File: src/rtl/muldiv_pkg.sv
// Shared encodings for the HI/LO multiply/divide unit: MDOp codes,
// FSM state codes and the divide-by-zero quotient pattern.
package muldiv_pkg;

  localparam logic [2:0] MD_MULT  = 3'b000;
  localparam logic [2:0] MD_MULTU = 3'b001;
  localparam logic [2:0] MD_DIV   = 3'b010;
  localparam logic [2:0] MD_DIVU  = 3'b011;
  localparam logic [2:0] MD_MTHI  = 3'b100;
  localparam logic [2:0] MD_MTLO  = 3'b101;

  localparam logic [1:0] ST_IDLE = 2'd0;
  localparam logic [1:0] ST_CALC = 2'd1;
  localparam logic [1:0] ST_FIX  = 2'd2;

  // Quotient written on divide by zero; sliced to the datapath width.
  localparam logic [63:0] DIVZERO_LO = '1;

  // Operations that run through the multi-cycle datapath.
  function automatic logic is_arith(input logic [2:0] op);
    return op inside {MD_MULT, MD_MULTU, MD_DIV, MD_DIVU};
  endfunction

endpackage

File: src/rtl/muldiv_iter_core.sv
// Iterative radix-2 datapath: one shared 2*W register holding either the
// multiply accumulator {hi, lo} or the divide state {remainder, quotient}.
// load captures magnitudes; each step advances one bit.
module muldiv_iter_core
  import muldiv_pkg::*;
#(
  parameter int DATA_WIDTH = 32
) (
  input  logic                    CLK,
  input  logic                    RST,
  input  logic                    load,
  input  logic                    step,
  input  logic                    div_mode,
  input  logic [DATA_WIDTH-1:0]   a,
  input  logic [DATA_WIDTH-1:0]   b,
  output logic [2*DATA_WIDTH-1:0] acc
);

  localparam int W = DATA_WIDTH;

  logic [2*W-1:0] acc_reg, acc_next;
  logic [W-1:0]   b_reg;
  logic           div_reg;
  logic [W:0]     mul_sum;
  logic [W:0]     div_shifted;
  logic [W:0]     div_diff;

  // One iteration: shift-add for multiply, restoring shift-subtract for divide.
  always_comb begin
    mul_sum     = {1'b0, acc_reg[2*W-1:W]} + (acc_reg[0] ? {1'b0, b_reg} : '0);
    div_shifted = acc_reg[2*W-1:W-1];
    div_diff    = div_shifted - {1'b0, b_reg};
    acc_next    = {mul_sum, acc_reg[W-1:1]};
    if (div_reg) begin
      if (!div_diff[W])
        acc_next = {div_diff[W-1:0], acc_reg[W-2:0], 1'b1};
      else
        acc_next = {div_shifted[W-1:0], acc_reg[W-2:0], 1'b0};
    end
  end

  // Operand capture on load, one bit of progress per step.
  always_ff @(posedge CLK or negedge RST) begin
    if (!RST) begin
      acc_reg <= '0;
      b_reg   <= '0;
      div_reg <= 1'b0;
    end else if (load) begin
      acc_reg <= {{W{1'b0}}, a};
      b_reg   <= b;
      div_reg <= div_mode;
    end else if (step) begin
      acc_reg <= acc_next;
    end
  end

  assign acc = acc_reg;

endmodule

File: src/rtl/hilo_muldiv_ctrl.sv
// MIPS HI/LO multiply/divide controller: IDLE -> CALC (DATA_WIDTH iterations)
// -> FIX (sign correction, HI/LO commit). MTHI/MTLO write directly in IDLE.
// Optional macro MULDIV_FAST_MUL_EN: multiplies use a single-cycle multiplier
// and go IDLE -> FIX directly; divides are unaffected.
module hilo_muldiv_ctrl
  import muldiv_pkg::*;
#(
  parameter int DATA_WIDTH = 32,
  parameter int CNT_WIDTH  = 6
) (
  input  logic                  CLK,
  input  logic                  RST,
  input  logic                  Start,
  input  logic [2:0]            MDOp,
  input  logic [DATA_WIDTH-1:0] SrcA,
  input  logic [DATA_WIDTH-1:0] SrcB,
  input  logic                  Flush,
  output logic                  Busy,
  output logic                  Done,
  output logic                  DivZero,
  output logic [DATA_WIDTH-1:0] HI,
  output logic [DATA_WIDTH-1:0] LO
);

  localparam int W = DATA_WIDTH;

  logic [1:0]           state_reg;
  logic [CNT_WIDTH-1:0] cnt_reg;
  logic                 busy_reg, done_reg, dz_reg;
  logic [W-1:0]         hi_reg, lo_reg, a_raw_reg;
  logic                 neg_lo_reg, neg_hi_reg, div_reg, bzero_reg;

  logic           op_arith, op_div, op_signed, accept, core_step;
  logic [W-1:0]   a_abs, b_abs, hi_fix, lo_fix;
  logic [2*W-1:0] acc, prod_fix;

`ifdef MULDIV_FAST_MUL_EN
  logic           fast_reg;
  logic [2*W-1:0] fast_prod_reg, ext_a, ext_b;
  assign ext_a = op_signed ? {{W{SrcA[W-1]}}, SrcA} : {{W{1'b0}}, SrcA};
  assign ext_b = op_signed ? {{W{SrcB[W-1]}}, SrcB} : {{W{1'b0}}, SrcB};
`endif

  assign op_arith  = is_arith(MDOp);
  assign op_div    = (MDOp == MD_DIV) || (MDOp == MD_DIVU);
  assign op_signed = (MDOp == MD_MULT) || (MDOp == MD_DIV);
  assign accept    = (state_reg == ST_IDLE) && Start && !Flush;
  assign core_step = (state_reg == ST_CALC) && !Flush;
  assign a_abs     = (op_signed && SrcA[W-1]) ? -SrcA : SrcA;
  assign b_abs     = (op_signed && SrcB[W-1]) ? -SrcB : SrcB;

  muldiv_iter_core #(.DATA_WIDTH(W)) u_core (
    .CLK      (CLK),
    .RST      (RST),
    .load     (accept && op_arith),
    .step     (core_step),
    .div_mode (op_div),
    .a        (a_abs),
    .b        (b_abs),
    .acc      (acc)
  );

  // Sign-corrected results presented to HI/LO at the commit edge.
  always_comb begin
    prod_fix = neg_lo_reg ? -acc : acc;
    hi_fix   = prod_fix[2*W-1:W];
    lo_fix   = prod_fix[W-1:0];
`ifdef MULDIV_FAST_MUL_EN
    if (fast_reg) begin
      hi_fix = fast_prod_reg[2*W-1:W];
      lo_fix = fast_prod_reg[W-1:0];
    end
`endif
    if (div_reg) begin
      if (bzero_reg) begin
        hi_fix = a_raw_reg;
        lo_fix = DIVZERO_LO[W-1:0];
      end else begin
        hi_fix = neg_hi_reg ? -acc[2*W-1:W] : acc[2*W-1:W];
        lo_fix = neg_lo_reg ? -acc[W-1:0] : acc[W-1:0];
      end
    end
  end

  // Control FSM, sign flags and architectural HI/LO.
  always_ff @(posedge CLK or negedge RST) begin
    if (!RST) begin
      state_reg  <= ST_IDLE;
      cnt_reg    <= '0;
      busy_reg   <= 1'b0;
      done_reg   <= 1'b0;
      dz_reg     <= 1'b0;
      hi_reg     <= '0;
      lo_reg     <= '0;
      a_raw_reg  <= '0;
      neg_lo_reg <= 1'b0;
      neg_hi_reg <= 1'b0;
      div_reg    <= 1'b0;
      bzero_reg  <= 1'b0;
`ifdef MULDIV_FAST_MUL_EN
      fast_reg      <= 1'b0;
      fast_prod_reg <= '0;
`endif
    end else begin
      done_reg <= 1'b0;
      case (state_reg)
        ST_IDLE: begin
          if (accept) begin
            if (op_arith) begin
              a_raw_reg  <= SrcA;
              div_reg    <= op_div;
              bzero_reg  <= (SrcB == '0);
              neg_lo_reg <= op_signed & (SrcA[W-1] ^ SrcB[W-1]);
              neg_hi_reg <= op_signed & SrcA[W-1];
              cnt_reg    <= '0;
              busy_reg   <= 1'b1;
              dz_reg     <= 1'b0;
              state_reg  <= ST_CALC;
`ifdef MULDIV_FAST_MUL_EN
              fast_reg      <= !op_div;
              fast_prod_reg <= ext_a * ext_b;
              if (!op_div)
                state_reg <= ST_FIX;
`endif
            end else if (MDOp == MD_MTHI) begin
              hi_reg <= SrcA;
            end else if (MDOp == MD_MTLO) begin
              lo_reg <= SrcA;
            end
          end
        end
        ST_CALC: begin
          if (Flush) begin
            state_reg <= ST_IDLE;
            busy_reg  <= 1'b0;
          end else begin
            cnt_reg <= cnt_reg + CNT_WIDTH'(1);
            if (cnt_reg == CNT_WIDTH'(W - 1))
              state_reg <= ST_FIX;
          end
        end
        ST_FIX: begin
          if (Flush) begin
            state_reg <= ST_IDLE;
            busy_reg  <= 1'b0;
          end else begin
            hi_reg    <= hi_fix;
            lo_reg    <= lo_fix;
            dz_reg    <= div_reg & bzero_reg;
            busy_reg  <= 1'b0;
            done_reg  <= 1'b1;
            state_reg <= ST_IDLE;
          end
        end
        default: state_reg <= ST_IDLE;
      endcase
    end
  end

  assign Busy    = busy_reg;
  assign Done    = done_reg;
  assign DivZero = dz_reg;
  assign HI      = hi_reg;
  assign LO      = lo_reg;

endmodule

File: config.mk
export PLATFORM = sky130hd
export DESIGN_NAME = hilo_muldiv_ctrl
export DESIGN_NICKNAME = d
export VERILOG_FILES = /design/src/rtl/muldiv_pkg.sv /design/src/rtl/muldiv_iter_core.sv /design/src/rtl/hilo_muldiv_ctrl.sv
export SDC_FILE = /design/constraint.sdc
export NUM_CORES = 1
export LEC_CHECK = 0
export CORE_ASPECT_RATIO = 0.9
export CORE_MARGIN = 3
export CORE_UTILIZATION = 40
export CTS_CLUSTER_DIAMETER = 30
export CTS_CLUSTER_SIZE = 24
export DETAILED_ROUTE_END_ITERATION = 10
export GPL_ROUTABILITY_DRIVEN = 0
export PLACE_DENSITY_LB_ADDON = 0.2
export SYNTH_ARGS = -nofsm -noshare
export SYNTH_HDL_FRONTEND = slang
export SYNTH_HIERARCHICAL = 1
export SYNTH_SLANG_ARGS = --single-unit
File: constraint.sdc
create_clock -name CLK -period 2.9 [get_ports CLK]
set_clock_uncertainty 0.1 [all_clocks]
set_input_delay 0.58 -clock CLK [delete_from_list [all_inputs] [get_ports CLK]]
set_output_delay 0.58 -clock CLK [all_outputs]
set_load 0.02 [all_outputs]
==> impl_metrics.json, run 1 <==
{
  "clock_sinks": 208,
  "maxCapViolations": 0,
  "final_common_cell": "buf_4",
  "yosysSeqAreaShare_pct": 29.38,
  "seq_area_um2": 5216,
  "maxSlewHeadroom_pct": 48.07,
  "rr_startpoint": "u_core/acc[0]",
  "first_iter_violations": 2296,
  "layout_common_cells": "buf_4 (472), nand2_1 (317), o21ai_0 (203)",
  "tns_ns": -4.098,
  "required_ns": 3.23,
  "multiInputGateArea_um2": 12790,
  "vdd_drop_max_uv": 574.3,
  "worst_pin_slew_ns": 0.7789,
  "antenna_found_initial": 1,
  "synthesis.nets": 2416,
  "dr_total_vias": 21020,
  "grt_pass1_vias": 19970,
  "layout.nets": 2986,
  "finalWorstSetupSlack_ns": -0.2473,
  "ant_nets": 0,
  "htree_levels": 3,
  "crit_arrival_ns": 3.48,
  "place_inst": 3301,
  "cts_root_buffer": "clkbuf_16",
  "yosysTopAreaCellShare_pct": 29.38,
  "met1_usage_pct": 43.19,
  "io_pins": 138,
  "grt_pass1_wl_um": 116100,
  "synthFlopType": "dfrtp_1",
  "met3_usage_pct": 8.444,
  "synth_area_leaders": "dfrtp_1 (29%), nand2_1 (7.0%), o21ai_0 (6.6%)",
  "die_w_um": 227.8,
  "crit_fanout": 13,
  "cts_buffers": 66,
  "async_flop_share_pct": 100.0,
  "synth-edff-count": 0,
  "synth-seq-cells": 208,
  "drt-pass1-iter-count": 6,
  "ys_types": 91,
  "dpl-instance-area_um2": 22870,
  "start_util_pct": 40.88,
  "fin_crit_sh_pct": 108.5,
  "wl_per_cell_um": 22.12,
  "stdcell_area_um2": 26880,
  "final_max_slew_viol_count": 0,
  "status": "finished with violations",
  "met2_usage_pct": 46.43,
  "drt_wl_total_um": 77030,
  "drive_gt1_share_pct": 29.38,
  "die_y_um": 205.6,
  "finalSetupViolations": 35,
  "fmax_mhz": 317.7,
  "syn2layout_area_growth_pct": 51.75,
  "grt_max_degree": 121,
  "hp-start": "LO[17]",
  "ys.warnings.count": 6,
  "rows": 72,
  "gr-total-overflow": 0,
  "netlist.top_cell.by_area": "dfrtp_1",
  "crit_path_end_kind": "register",
  "rsz0062_at_grt": "yes",
  "track_usage_pct": 31.44,
  "regToRegSetupSlack_ns": -0.25,
  "clock_path_buffers": 3,
  "fin_cells": 3483,
  "hold_end": "LO[17]",
  "synthCells": 2269,
  "clock_latency_ns": 0.59,
  "die_area_um2": 46850,
  "r2r-end": "u_core/acc[58]",
  "dp_hpwl_um": 55750,
  "coreArea_um2": 43330,
  "critPathKind": "reg2reg",
  "power_density_nw_per_um2": 1231,
  "min_path_type": "reg2reg",
  "nFillCells": 3686,
  "numPortBuffers": 137,
  "busiest_layer": "met2",
  "path_clk_slew_ns": 0.04,
  "violations": "negative setup slack",
  "final-hold-violation-count": 0,
  "syn_area_um2": 17710,
  "period_needed_ns": 3.147,
  "critPathLaunchType": "register",
  "largest_register_ffs": 64,
  "viasPerCell": 6.035,
  "leakage_nw": 11.55,
  "cts_tree": "yes",
  "post-route-drc-count": 0,
  "whs_path_depth": 2,
  "r2r_cells": 13,
  "syn_area_per_cell_um2": 7.807
}
## final cells by class
| class | count | area share [%] |
|---|---|---|
| multi-input cells | 1830 | 47.60 |
| diodes | 1 | 0.009310 |
| well taps | 592 | 2.756 |
| clock buffers | 96 | 7.127 |
| flip-flops and latches | 208 | 19.41 |
| inverters | 76 | 1.099 |
| repair buffers | 657 | 20.87 |
| clock inverters | 23 | 1.136 |
## worst max-delay path, stage by stage (launching register included)
cell,delay (ns)
dfrtp_2,0.43
buf_12,0.15
and2_1,0.17
ha_4,0.25
o21ai_0,0.16
nor2_1,0.09
o311a_4,0.39
o31ai_4,0.32
buf_4,0.19
o21ai_4,0.06
a41oi_2,0.20
o21ai_1,0.12
mux2i_1,0.23
o211ai_1,0.14
## how the worst max path moves through the flow
stage | from | endpoint
global route | u_core/acc[0] | u_core/acc[60]
CTS | u_core/acc[0] | u_core/acc[60]
detailed placement | SrcA[16] | u_core/acc[31]
finish | u_core/acc[0] | u_core/acc[58]
global placement | SrcA[16] | u_core/acc[31]
floorplan | u_core/acc[0] | u_core/acc[60]
## kinds of logic after synthesis
| group | share of synthesized area [%] |
|---|---|
| and+or+nand+nor | 22.16 |
| xor gates and xnor gates | 7.713 |
| DFF | 29.38 |
| AOI/OAI and AO/OA | 25.90 |
| muxes | 4.259 |
| adders and majority gates | 5.453 |
| buffers and inverters | 5.128 |
## through the flow
stage                     hold WS, ns  power (mW)  setup WS [ns]  util [%]
after detailed placement       0.3689       22.54        -0.6074     52.77
final                          0.3757       33.10        -0.2473     62.03
after CTS                      0.3779       31.17        -0.1850     59.86
after global routing           0.3994       34.72        -0.3574     62.03
after floorplan                0.1844       14.87       -0.06279         -
after global placement         0.3608       22.23        -0.6652     52.77
## timing repair
| item | 4_1_cts | 5_1_grt |
|---|---|---|
| setup endpoints to repair | 55 | 61 |
| pin swaps | 47 | 91 |
| hold buffers | 1 | 0 |
| cloned | 1 | 0 |
| setup buffers | 30 | 34 |
| gates resized for setup | 120 | 153 |
| endpoints found under the hold margin | 66 | 0 |
## routing by layer
metal	wire length, um	vias up
met5	0	-
met4	3618	0
met3	8619	267
met2	32400	1273
met1	32390	10040
li1	-	9438
## cells in the mapped netlist, types with 34 or more instances
master,n
nand2_1,328
dfrtp_1,208
xnor2_1,91
ha_1,74
a21oi_1,143
xor2_1,65
and2_1,39
o31ai_1,34
inv_1,75
nor2_1,139
clkbuf_1,131
nor3_1,45
mux2i_1,72
nand3_1,46
o21ai_0,232
## power breakdown
part	total, mW	switching, mW	internal [mW]
combinational	20.5	11.1	9.41
clock	7.11	2.12	4.98
sequential	5.53	1.26	4.26
(Power assumes the default switching activity.)
==> run 2, diff against run 1 <==
--- a/config.mk
+++ b/config.mk
@@ -13,6 +13,7 @@
 export DETAILED_ROUTE_END_ITERATION = 10
 export GPL_ROUTABILITY_DRIVEN = 0
 export PLACE_DENSITY_LB_ADDON = 0.2
+export REMOVE_ABC_BUFFERS = 1
 export SYNTH_ARGS = -nofsm -noshare
 export SYNTH_HDL_FRONTEND = slang
 export SYNTH_HIERARCHICAL = 1
==> run 2 against run 1 <==
Design area decreased by 1.0%. Via count shrank 2.3%. Die area stayed put. Critical path type unchanged. The run still ends with negative setup slack left. Utilization down 0.62 points. Worst setup slack better by 0.027 ns. Wire length down 5.8%. Sequential power is 1% higher. Register-to-register slack better by 0.03 ns. Critical endpoint is now u_core/acc[52].
==> impl_metrics.json, run 2 (synthesis gave the netlist of run 1 again) <==
{
  "status": "finished with violations",
  "violations": "negative setup slack",
  "finalWorstSetupSlack_ns": -0.2204,
  "io_pins": 138,
  "clock_path_buffers": 3,
  "period_needed_ns": 3.120,
  "final_common_cell": "buf_4",
  "leakage_nw": 11.39,
  "stdcell_area_um2": 26610,
  "max_stage_delay_ns": 0.45,
  "layout.nets": 2948,
  "final-hold-violation-count": 0,
  "crit_arrival_ns": 3.50,
  "cts_root_buffer": "clkbuf_16",
  "maxCapViolations": 0,
  "rsz0062_at_grt": "yes",
  "grt_pass1_wl_um": 110900,
  "dp_hpwl_um": 51450,
  "numPortBuffers": 137,
  "clock_sinks": 208,
  "highest_layer": "met4",
  "wl_met2_um": 32770,
  "track_usage_pct": 29.57,
  "maxSlewHeadroom_pct": 46.50,
  "worst_pin_slew_ns": 0.8025,
  "drive_gt1_share_pct": 28.84,
  "syn2layout_area_growth_pct": 50.24,
  "dr_total_vias": 20550,
  "cts_buffers": 59,
  "path_cells": "buf_12, and2_4, ha_4, a211oi_4, nor2_2, o311a_1, o31ai_4, o221ai_2, a221oi_4, buf_4, xnor2_2, a22oi_1, o21ai_1",
  "cts_tree": "yes",
  "required_ns": 3.28,
  "wl_met1_um": 29740,
  "wl_per_cell_um": 21.08,
  "worst_hold_slack_ns": 0.3614,
  "die_w_um": 227.8,
  "ant_nets": 0,
  "crit_fanout": 6,
  "antenna_found_initial": 1,
  "fmax_mhz": 320.5,
  "crit_path_end_kind": "register",
  "rows": 72,
  "viasPerCell": 5.969,
  "clock_latency_ns": 0.63,
  "dr_wl_met3_um": 5936,
  "dpl-instance-area_um2": 22590,
  "grt_max_degree": 77,
  "layout_common_cells": "buf_4 (436), nand2_1 (318), dfrtp_1 (204)",
  "post-route-drc-count": 0,
  "gr-total-overflow": 0,
  "critPathKind": "reg2reg",
  "regToRegSetupSlack_ns": -0.22,
  "largest_register_ffs": 64,
  "die_area_um2": 46850,
  "min_path_type": "in2async",
  "drt_wl_total_um": 72560,
  "fin_crit_sh_pct": 107.6,
  "path_clk_slew_ns": 0.05,
  "grt_pass1_vias": 19800,
  "htree_levels": 2,
  "fin_util_pct": 61.41,
  "total_power_mw": 31.98,
  "final_max_slew_viol_count": 0,
  "power_density_nw_per_um2": 1202,
  "critPathSlowestCell": "dfrtp_2",
  "first_iter_violations": 2052,
  "die_y_um": 205.6,
  "antenna_cells": 0,
  "drt-pass1-iter-count": 6,
  "critPathLaunchType": "register",
  "start_util_pct": 40.88,
  "nFillCells": 3670,
  "vdd_drop_max_uv": 705.3,
  "coreArea_um2": 43330,
  "finalSetupViolations": 39
}
run 2: changes by cell type in the layout (fill, tap and decap cells not counted), moves of 5 or more:
cell       delta
and2_1        -5
and2_4        +5
buf_4        -36
buf_6         +6
clkbuf_1      -7
clkbuf_16     -7
clkinv_2      +5
dfrtp_1       +5
dfrtp_2       -5
ha_1          -5
o21ai_1       +5
run 2: per-stage QoR:
stage | setup TNS (ns) | cells | worst slack [ns]
finish | -4.209 | 3442 | -0.2204
global route | -8.413 | 3442 | -0.3185
CTS | -1.604 | 3415 | -0.1369
detailed placement | -18.66 | 3276 | -0.6434
global placement | -15.95 | 3276 | -0.6150
floorplan | -367.96 | 2114 | -3.424
run 2: worst paths after layout:
| path | cells after the start | endpoint | startpoint |
|---|---|---|---|
| min | 2 | LO[8] | RST |
| max reg2reg | 13 | u_core/acc[52] | u_core/acc[0] |
| min reg2reg | 2 | LO[4] | LO[4] |
| max in group asynchronous | 3 | u_core/b_reg[1] | RST |
| max | 13 | u_core/acc[52] | u_core/acc[0] |
| min in group CLK | 2 | LO[4] | LO[4] |
run 2: final cells by class:
cell class | instances | area (um2) | share of cell area [%]
clock inverter | 31 | 422.9 | 1.589
clock buffer | 79 | 1673 | 6.286
timing repair buffer | 625 | 5399 | 20.29
tap | 592 | 740.7 | 2.783
sequential | 208 | 5210 | 19.58
multi-input combinational | 1831 | 12870 | 48.38
inverter | 76 | 292.8 | 1.100
run 2: timing repair:
item / 4_1_cts / 5_1_grt
gates resized for setup: 150 / 144
endpoints found under the hold margin: 46 / 0
hold buffers: 1 / 0
pin swaps: 74 / 76
setup buffers: 28 / 31
setup endpoints to repair: 59 / 61
cloned: 2 / 0
run 2: routing by layer:
layer | track usage, % | up-vias
met3 | 4.637 | 289
met5 | 0 | -
met4 | 15.40 | 0
met2 | 48.45 | 1098
li1 | - | 9351
met1 | 37.89 | 9807
run 2: where the power goes:
group,switching (mW),internal [mW]
clock,2.11,4.73
sequential,1.33,4.25
combinational,10.4,9.13
run 2: critical path: cells and delay by family, from the launching register on:
family                   cells  cell delay [ns]
AO/OA/AOI/OAI                7             1.58
XOR/XNOR                     1             0.05
adder cells (fa/ha/maj)      1             0.26
buffers and inverters        2             0.34
flip-flops                   1             0.45
AND/OR/NAND/NOR              2             0.21
